$ cat config.mk
export PLATFORM = sky130hd
export DESIGN_NAME = mesh_local_port_adapter_flat
export DESIGN_NICKNAME = d
export VERILOG_FILES = /design/src/rtl/mesh_local_port_adapter_if.sv /design/src/rtl/mesh_local_port_adapter.sv /design/src/flat_wrapper.sv
export SDC_FILE = /design/constraint.sdc
export NUM_CORES = 1
export LEC_CHECK = 0
export ABC_CLOCK_PERIOD_IN_PS = 6200
export CAP_MARGIN = 0
export CORE_MARGIN = 3
export CORE_UTILIZATION = 57
export CTS_BUF_LIST = sky130_fd_sc_hd__clkbuf_16
export CTS_CLUSTER_SIZE = 25
export DETAILED_ROUTE_END_ITERATION = 10
export PLACE_DENSITY = 0.83
export SYNTH_ARGS = -nofsm -noshare
export SYNTH_HDL_FRONTEND = slang
export SYNTH_SLANG_ARGS = --single-unit
$ cat constraint.sdc
create_clock -name clk -period 6.2 [get_ports clk]
set_clock_uncertainty 0.05 [all_clocks]
set_input_delay 0.62 -clock clk [delete_from_list [all_inputs] [get_ports clk]]
set_output_delay 0.62 -clock clk [all_outputs]
set_load 0.1 [all_outputs]
$ cat src/rtl/mesh_local_port_adapter_if.sv
// rtl/mesh_local_port_adapter_if.sv - PE request/response and router local-port signal bundle
interface mesh_local_port_adapter_if #(
   parameter int X_SIZE          = 4,
   parameter int Y_SIZE          = 4,
   parameter int W               = 64,
   parameter int MAX_OUTSTANDING = 8
);
   localparam int X_LOG2 = (X_SIZE > 1) ? $clog2(X_SIZE) : 1;
   localparam int Y_LOG2 = (Y_SIZE > 1) ? $clog2(Y_SIZE) : 1;
   localparam int CNT_W  = $clog2(MAX_OUTSTANDING + 1);

   logic                     req_valid;
   logic [X_LOG2+Y_LOG2-1:0] req_bank;
   logic [W-1:0]             req_payload;
   logic                     req_ready;
   logic                     l_i_valid;
   logic [X_LOG2-1:0]        l_i_dst_x;
   logic [Y_LOG2-1:0]        l_i_dst_y;
   logic [W-1:0]             l_i_payload;
   logic                     l_i_ready;
   logic                     l_o_valid;
   logic [W-1:0]             l_o_payload;
   logic                     l_o_ready;
   logic                     rsp_valid;
   logic [W-1:0]             rsp_payload;
   logic                     rsp_ready;
   logic [CNT_W-1:0]         outstanding;
   logic                     err_underflow;

   modport master (
      output req_valid, req_bank, req_payload, l_i_ready, l_o_valid, l_o_payload, rsp_ready,
      input  req_ready, l_i_valid, l_i_dst_x, l_i_dst_y, l_i_payload, l_o_ready,
             rsp_valid, rsp_payload, outstanding, err_underflow
   );

   modport slave (
      input  req_valid, req_bank, req_payload, l_i_ready, l_o_valid, l_o_payload, rsp_ready,
      output req_ready, l_i_valid, l_i_dst_x, l_i_dst_y, l_i_payload, l_o_ready,
             rsp_valid, rsp_payload, outstanding, err_underflow
   );
endinterface

$ cat src/rtl/mesh_local_port_adapter.sv
// rtl/mesh_local_port_adapter.sv - PE-to-mesh local port adapter: injection FIFO, ejection skid, outstanding throttle
module mesh_local_port_adapter #(
   parameter int X_SIZE          = 4,
   parameter int Y_SIZE          = 4,
   parameter int W               = 64,
   parameter int FIFO_DEPTH      = 4,
   parameter int MAX_OUTSTANDING = 8
) (
   input  logic                       clk,
   input  logic                       rst,
   mesh_local_port_adapter_if.slave   bus
);
   localparam int X_LOG2 = (X_SIZE > 1) ? $clog2(X_SIZE) : 1;
   localparam int Y_LOG2 = (Y_SIZE > 1) ? $clog2(Y_SIZE) : 1;
   localparam int CNT_W  = $clog2(MAX_OUTSTANDING + 1);
   localparam int AW     = $clog2(FIFO_DEPTH);
   localparam int EW     = X_LOG2 + Y_LOG2 + W;

   logic [EW-1:0]    mem [FIFO_DEPTH];
   logic [AW:0]      wptr, rptr;
   logic             fifo_full, fifo_empty;
   logic [EW-1:0]    head;
   logic [W-1:0]     sk0, sk1;
   logic [1:0]       sk_cnt;
   logic [CNT_W-1:0] outstanding_q;
   logic             err_q;
   logic             req_fire, inj_fire, ej_fire, rsp_fire;

   assign fifo_empty = (wptr == rptr);
   assign fifo_full  = (wptr[AW] != rptr[AW]) && (wptr[AW-1:0] == rptr[AW-1:0]);
   assign head       = mem[rptr[AW-1:0]];

   // Readies come only from registered state; reset forces them low asynchronously.
   assign bus.req_ready = !rst && !fifo_full && (outstanding_q < CNT_W'(MAX_OUTSTANDING));
   assign bus.l_o_ready = !rst && (sk_cnt < 2'd2);
   assign bus.l_i_valid = !fifo_empty;
   assign bus.rsp_valid = (sk_cnt != 2'd0);

   assign bus.l_i_payload = bus.l_i_valid ? head[W-1:0] : '0;
   assign bus.l_i_dst_x   = bus.l_i_valid ? head[W +: X_LOG2] : '0;
   assign bus.l_i_dst_y   = bus.l_i_valid ? head[W+X_LOG2 +: Y_LOG2] : '0;
   assign bus.rsp_payload = bus.rsp_valid ? sk0 : '0;
   assign bus.outstanding   = outstanding_q;
   assign bus.err_underflow = err_q;

   assign req_fire = bus.req_valid & bus.req_ready;
   assign inj_fire = bus.l_i_valid & bus.l_i_ready;
   assign ej_fire  = bus.l_o_valid & bus.l_o_ready;
   assign rsp_fire = bus.rsp_valid & bus.rsp_ready;

   // req_bank is {y, x}, so the entry {bank, payload} is already {dst_y, dst_x, payload}.
   always_ff @(posedge clk) begin
      if (req_fire) mem[wptr[AW-1:0]] <= {bus.req_bank, bus.req_payload};
   end

   always_ff @(posedge clk or posedge rst) begin
      if (rst) begin
         wptr <= '0;
         rptr <= '0;
      end else begin
         if (req_fire) wptr <= wptr + 1'b1;
         if (inj_fire) rptr <= rptr + 1'b1;
      end
   end

   always_ff @(posedge clk or posedge rst) begin
      if (rst) begin
         outstanding_q <= '0;
         err_q         <= 1'b0;
      end else begin
         if (ej_fire && outstanding_q == '0) begin
            err_q <= 1'b1;
            if (req_fire) outstanding_q <= outstanding_q + CNT_W'(1);
         end else if (req_fire && !ej_fire) begin
            outstanding_q <= outstanding_q + CNT_W'(1);
         end else if (ej_fire && !req_fire) begin
            outstanding_q <= outstanding_q - CNT_W'(1);
         end
      end
   end

   // sk0 is always the oldest entry; a simultaneous push/pop at one entry replaces it in place.
   always_ff @(posedge clk or posedge rst) begin
      if (rst) begin
         sk0    <= '0;
         sk1    <= '0;
         sk_cnt <= 2'd0;
      end else begin
         case ({ej_fire, rsp_fire})
            2'b10: begin
               if (sk_cnt == 2'd0) sk0 <= bus.l_o_payload;
               else                sk1 <= bus.l_o_payload;
               sk_cnt <= sk_cnt + 2'd1;
            end
            2'b01: begin
               sk0    <= sk1;
               sk_cnt <= sk_cnt - 2'd1;
            end
            2'b11: sk0 <= bus.l_o_payload;
            default: ;
         endcase
      end
   end
endmodule

$ cat src/flat_wrapper.sv
// flat-port wrapper written by rule: the top's interface ports become plain ports
module mesh_local_port_adapter_flat 
#(
   parameter int X_SIZE          = 4,
   parameter int Y_SIZE          = 4,
   parameter int W               = 64,
   parameter int FIFO_DEPTH      = 4,
   parameter int MAX_OUTSTANDING = 8
)
  (clk, rst, bus_req_valid, bus_req_bank, bus_req_payload, bus_l_i_ready, bus_l_o_valid, bus_l_o_payload, bus_rsp_ready, bus_req_ready, bus_l_i_valid, bus_l_i_dst_x, bus_l_i_dst_y, bus_l_i_payload, bus_l_o_ready, bus_rsp_valid, bus_rsp_payload, bus_outstanding, bus_err_underflow);
  mesh_local_port_adapter_if #(.X_SIZE(X_SIZE), .Y_SIZE(Y_SIZE), .W(W), .MAX_OUTSTANDING(MAX_OUTSTANDING)) bus_i ();
  input  logic clk;
  input  logic rst;
  input wire logic [$bits(bus_i.req_valid)-1:0] bus_req_valid;
  input wire logic [$bits(bus_i.req_bank)-1:0] bus_req_bank;
  input wire logic [$bits(bus_i.req_payload)-1:0] bus_req_payload;
  input wire logic [$bits(bus_i.l_i_ready)-1:0] bus_l_i_ready;
  input wire logic [$bits(bus_i.l_o_valid)-1:0] bus_l_o_valid;
  input wire logic [$bits(bus_i.l_o_payload)-1:0] bus_l_o_payload;
  input wire logic [$bits(bus_i.rsp_ready)-1:0] bus_rsp_ready;
  output wire logic [$bits(bus_i.req_ready)-1:0] bus_req_ready;
  output wire logic [$bits(bus_i.l_i_valid)-1:0] bus_l_i_valid;
  output wire logic [$bits(bus_i.l_i_dst_x)-1:0] bus_l_i_dst_x;
  output wire logic [$bits(bus_i.l_i_dst_y)-1:0] bus_l_i_dst_y;
  output wire logic [$bits(bus_i.l_i_payload)-1:0] bus_l_i_payload;
  output wire logic [$bits(bus_i.l_o_ready)-1:0] bus_l_o_ready;
  output wire logic [$bits(bus_i.rsp_valid)-1:0] bus_rsp_valid;
  output wire logic [$bits(bus_i.rsp_payload)-1:0] bus_rsp_payload;
  output wire logic [$bits(bus_i.outstanding)-1:0] bus_outstanding;
  output wire logic [$bits(bus_i.err_underflow)-1:0] bus_err_underflow;
  assign bus_i.req_valid = bus_req_valid;
  assign bus_i.req_bank = bus_req_bank;
  assign bus_i.req_payload = bus_req_payload;
  assign bus_i.l_i_ready = bus_l_i_ready;
  assign bus_i.l_o_valid = bus_l_o_valid;
  assign bus_i.l_o_payload = bus_l_o_payload;
  assign bus_i.rsp_ready = bus_rsp_ready;
  assign bus_req_ready = bus_i.req_ready;
  assign bus_l_i_valid = bus_i.l_i_valid;
  assign bus_l_i_dst_x = bus_i.l_i_dst_x;
  assign bus_l_i_dst_y = bus_i.l_i_dst_y;
  assign bus_l_i_payload = bus_i.l_i_payload;
  assign bus_l_o_ready = bus_i.l_o_ready;
  assign bus_rsp_valid = bus_i.rsp_valid;
  assign bus_rsp_payload = bus_i.rsp_payload;
  assign bus_outstanding = bus_i.outstanding;
  assign bus_err_underflow = bus_i.err_underflow;
  mesh_local_port_adapter #(.X_SIZE(X_SIZE), .Y_SIZE(Y_SIZE), .W(W), .FIFO_DEPTH(FIFO_DEPTH), .MAX_OUTSTANDING(MAX_OUTSTANDING)) u_core (.clk(clk), .rst(rst), .bus(bus_i));
endmodule
Yosys cells after proc, flatten, opt, wreduce, memory -nomap -nowiden:

Memory sizes are Yosys's and may differ from the RTL's.
Index checks and enable logic that the tools add are counted.

* add/sub/neg operators: 6
* multiplexer cells: 13
* bitwise operators: 5
* equality and inequality tests: 8
* reductions and logical operators: 21
* magnitude comparators: 2

Operators by type and width (count)
* 64-bit two-way mux: 3
* 64-bit one-hot mux with 3 select lines: 1
* 4-bit two-way mux: 4
* 1-bit logical AND: 7
* 3-bit by 1-bit adder with 3-bit output, second input constant: 2
* 2-bit AND reduction: 3
* 3-bit nonzero test: 2
* 1-bit zero test: 5
* 4-bit by 1-bit adder with 4-bit output, second input constant: 1
* 1-bit bitwise AND: 4
* 2-bit equality test, second input constant: 2
* 4-bit zero test: 1
* 4-bit < comparator, second input constant: 1
* 2-bit two-way mux: 2
* 2-bit by 1-bit inequality test with 1-bit output, second input constant: 2
* 2-bit one-hot mux with 2 select lines: 1
* 2-bit nonzero test: 2
* 4-bit by 1-bit subtractor with 4-bit output, second input constant: 1
* 3-bit equality test: 1
* 2-bit by 1-bit adder with 2-bit output, second input constant: 1
* 2-bit by 1-bit equality test with 1-bit output, second input constant: 1
* 2-bit equality test: 1
* 2-bit zero test: 1
* 2-bit < comparator, second input constant: 1
* other kinds (4): 5

* output and inout port bits: 141
* RAM bits: 272
* memories kept: 1
* input bits: 138
* register bits: 141
* logic and storage cells: 63

Memory list
* u_core.mem: depth 4, width 68, rd ports 1, clocked after memory_dff 0, wr ports 1, RTL line mesh_local_port_adapter.sv:19 `logic [EW-1:0] mem [FIFO_DEPTH];`

Depth between registers and ports, before layout:

* depth after elaboration: 11
* mapped depth: 9

Least setup slack after synthesis:

OpenSTA, ideal clock, no wires.

* path type: register to output
* start: register u_core.outstanding_q[3] (netlist: u_core.bus.outstanding[3])
* end: output bus_req_ready
* required time: 5.530 ns
* arrival time: 3.268 ns
* path buffers: 0
* setup slack: 2.262 ns
* stages on the path, launching flop included: 2
* path through: dfrtp_1 > a311oi_1

* cells in the longest elaborated chain, start to end: 2

Ends and longest elaborated chain
* start, declared: RTL line mesh_local_port_adapter.sv:25 `logic [CNT_W-1:0] outstanding_q;`
* start signal, assigned: RTL line mesh_local_port_adapter.sv:73 `if (req_fire) outstanding_q <= outstanding_q + CNT_W'(1);`
* start signal, assigned: RTL line mesh_local_port_adapter.sv:75 `outstanding_q <= outstanding_q + CNT_W'(1);`
* start signal, assigned: RTL line mesh_local_port_adapter.sv:77 `outstanding_q <= outstanding_q - CNT_W'(1);`
* 4-bit < comparator: RTL line mesh_local_port_adapter.sv:34 `assign bus.req_ready = !rst && !fifo_full && (outstanding_q < CNT_W'(MAX_OUTSTANDING));`
* 1-bit logical AND: RTL line mesh_local_port_adapter.sv:34
* end, declared: RTL line flat_wrapper.sv:21 `output wire logic [$bits(bus_i.req_ready)-1:0] bus_req_ready;`

No other way between the ends.

Worst setup path after layout:

* start: register u_core.rptr[0]
* end: output bus_l_i_dst_y[1]

* cells in the longest elaborated chain, start to end: 2
* elaborated cells between the ends (all ways): 3
* classes of those cells: eq/ne (1); mux (1); memory (1)

Ends and longest elaborated chain
* start, declared: RTL line mesh_local_port_adapter.sv:20 `logic [AW:0] wptr, rptr;`
* start signal, assigned: RTL line mesh_local_port_adapter.sv:62 `if (inj_fire) rptr <= rptr + 1'b1;`
* memory read 4 x 68 bit or 3-bit equality test (tied branches)
* 2-bit two-way mux (*): RTL line mesh_local_port_adapter.sv:41 `assign bus.l_i_dst_y = bus.l_i_valid ? head[W+X_LOG2 +: Y_LOG2] : '0;`
* end, declared: RTL line flat_wrapper.sv:24 `output wire logic [$bits(bus_i.l_i_dst_y)-1:0] bus_l_i_dst_y;`

Mark *: on every way between the ends. The rest lies on a longest branch, timed or not.

==> results.txt <==
Fin crit share: 74.34%
N_diodes: 0
Initial Utilization: 58.26%
Post-synthesis register bit count: 413
Fmax: 217.0 MHz
Rows: 62
Tot GR Track Use: 22.24%
Final min period: 4.609 ns
Worst EP required: 5.53 ns
Synth area leader: edfxtp_1
Crit path launch: u_core.rptr[0]
Worst Path Max Fanout: 47
Initial antenna violation count: 5
Post-synth ARST share: 34.14%
Most frequent cells in the layout: 278 x clkdlybuf4s50_1, 272 x edfxtp_1, 139 x dfrtp_1
Reg area: 11700 µm²
Worst-margin pin slew: 1.097 ns
DRT Wirelength: 35080 µm
Post-route DRC: 0
# hold bufs at CTS: 0
Syn_nets: 1145
Core box area: 28940 µm²
Startpoint types: flop
Slew margin rel.: 26.64%
1st-pass router iterations: 5
IO Count: 279
Fillers: 1723
Area Growth Syn to Fin: 25.99%
CTS tree: yes
Cells after Synth: 996
Top cell type's share of synthesized area: 48.45%
Leading post-synthesis cells by cell area: edfxtp_1 48%, dfrtp_1 21%, mux4_2 9.1%, and2_1 5.0%, mux2_2 4.4%
Clock tree buffer depth: 3
Routability Congestion: 0.7219
Main synth FF type: edfxtp_1
Synth unique cells: 42
HP Start: u_core.wptr[2]
Final Max Slew Viols: 0
Maxcap violations: 0
Final setup viols: 0
Hold Crit Class: reg -> reg
First-pass GRT wire length: 54280 µm
Synth warn: 0
DR iter-0 viols: 629
Sink Count: 413
Root Driver: clkbuf_16
Clk_lat worst skew: 0.53 ns
Setup TNS: 0 ns
CP Capture Type: output pin
Multi-input logic area: 4828 µm²
Vias in the first global route: 9824
CTS Buf Count: 42
Synth Cell Area: 16860 µm²
Setup repair after global routing missed its margin: no
Critical path class: reg -> out
Remaining antenna violation count after routing: 0
Via count: 9396
Clk slew on worst S/H paths: 0.06 ns
Final #Nets: 1418
Largest net degree at the start of global routing: 92
Die area: 31680 µm²
# H-tree levels: 2
GRT overflow: 0
Drt via density: 5.580
Dpl hpwl: 21410 µm
Post-CTS Resized: 0
Drt wl/cell: 20.83 µm
Reg-to-reg startpoint: u_core.rptr[0]
Final Hold Viols: 0
Buffer count from post-CTS setup fixing: 0
IO Port Bufs: 278
Sequential share of the synthesized area: 69.38%
Leading cell type in the layout, fill and taps excluded: clkdlybuf4s50_1
Die extent in y: 178.0 µm
Post-synth EDFFs: 272
Mean Syn Cell Area: 16.93 µm²
Status: finished clean
Die W: 178.0 µm
Layout cells sized above 1: 16.62%
Crit path arrival time: 3.94 ns
[kinds of logic after synthesis]
family	count (synthesis)	synth area share, %
flip-flops	413	69.38
AND/OR/NAND/NOR	218	7.095
multiplexers	198	17.29
AO/OA/AOI/OAI	77	2.471
buffers and inverters	66	2.182
XOR/XNOR	13	0.7645
adder cells (fa/ha/maj)	11	0.8164
[metrics by stage]
stage	hold slack [ns]	std cells	setup WS, ns	area [µm²]	util, %
final	0.4382	1684	1.591	21240	73.41
after global routing	0.4609	1684	1.312	21240	73.41
after CTS	0.4405	1684	1.440	21240	73.41
after detailed placement	0.4273	1609	2.053	19900	68.77
after global placement	0.4003	1609	2.060	19900	68.77
after floorplan	0.4104	996	1.749	16860	-
[sequential cells by signal, indices dropped and copies added (netlist names)]
signal                    cells
u_core.sk0                   64
u_core.rptr                   3
u_core.bus.outstanding        4
u_core.bus.err_underflow      1
u_core.sk1                   64
u_core.mem                  272
u_core.sk_cnt                 2
u_core.wptr                   3
[synth_stat cells (all sizes together), types with 3 or more instances]
cell / n
edfxtp: 272
dfrtp: 141
and2: 137
mux4: 68
a21oi: 67
mux2: 66
nor2: 66
mux2i: 64
buf: 39
clkbuf: 19
ha: 11
xnor2: 10
inv: 8
nand2: 5
o21ai: 3
xor2: 3
[layout make-up]
| type | count | share of cell area (%) |
|---|---|---|
| Clock inverter | 32 | 1.255 |
| Inverter | 8 | 0.1649 |
| Tap cell | 384 | 2.262 |
| Clock buffer | 43 | 5.066 |
| Timing Repair Buffer | 287 | 13.42 |
| Multi-Input combinational cell | 517 | 22.73 |
| Sequential cell | 413 | 55.10 |
[path summary, 6_finish.rpt]
| check | endpoint | slack, ns | cells after the start |
|---|---|---|---|
| worst max-delay path | bus_l_i_dst_y[1] | 1.59 | 5 |
| worst min-delay path | u_core.wptr[2] | 0.44 | 1 |
| worst max register to register | u_core.mem[2][17] | 3.21 | 3 |
| worst min register to register | u_core.wptr[2] | 0.44 | 1 |
| max in group asynchronous | u_core.sk1[56] | 4.14 | 3 |
| min in group asynchronous | u_core.sk1[59] | 0.78 | 2 |
[worst max-delay path: stages (launching register included)]
cell and delay (ns):
dfrtp_4 0.66, xnor2_2 0.27, nand3b_2 0.76, buf_4 0.53
and2_1 0.18, clkdlybuf4s50_1 0.98
[routing by layer]
layer	GRT usage (%)	vias up	routed length [µm]
li1	-	4245	-
met1	29.18	4721	14130
met2	35.88	349	16740
met3	7.258	71	3234
met4	6.643	10	912
met5	0	-	67
Power is not shown: default switching activity piles up to over one toggle a cycle in this logic, so the estimate is an artifact.
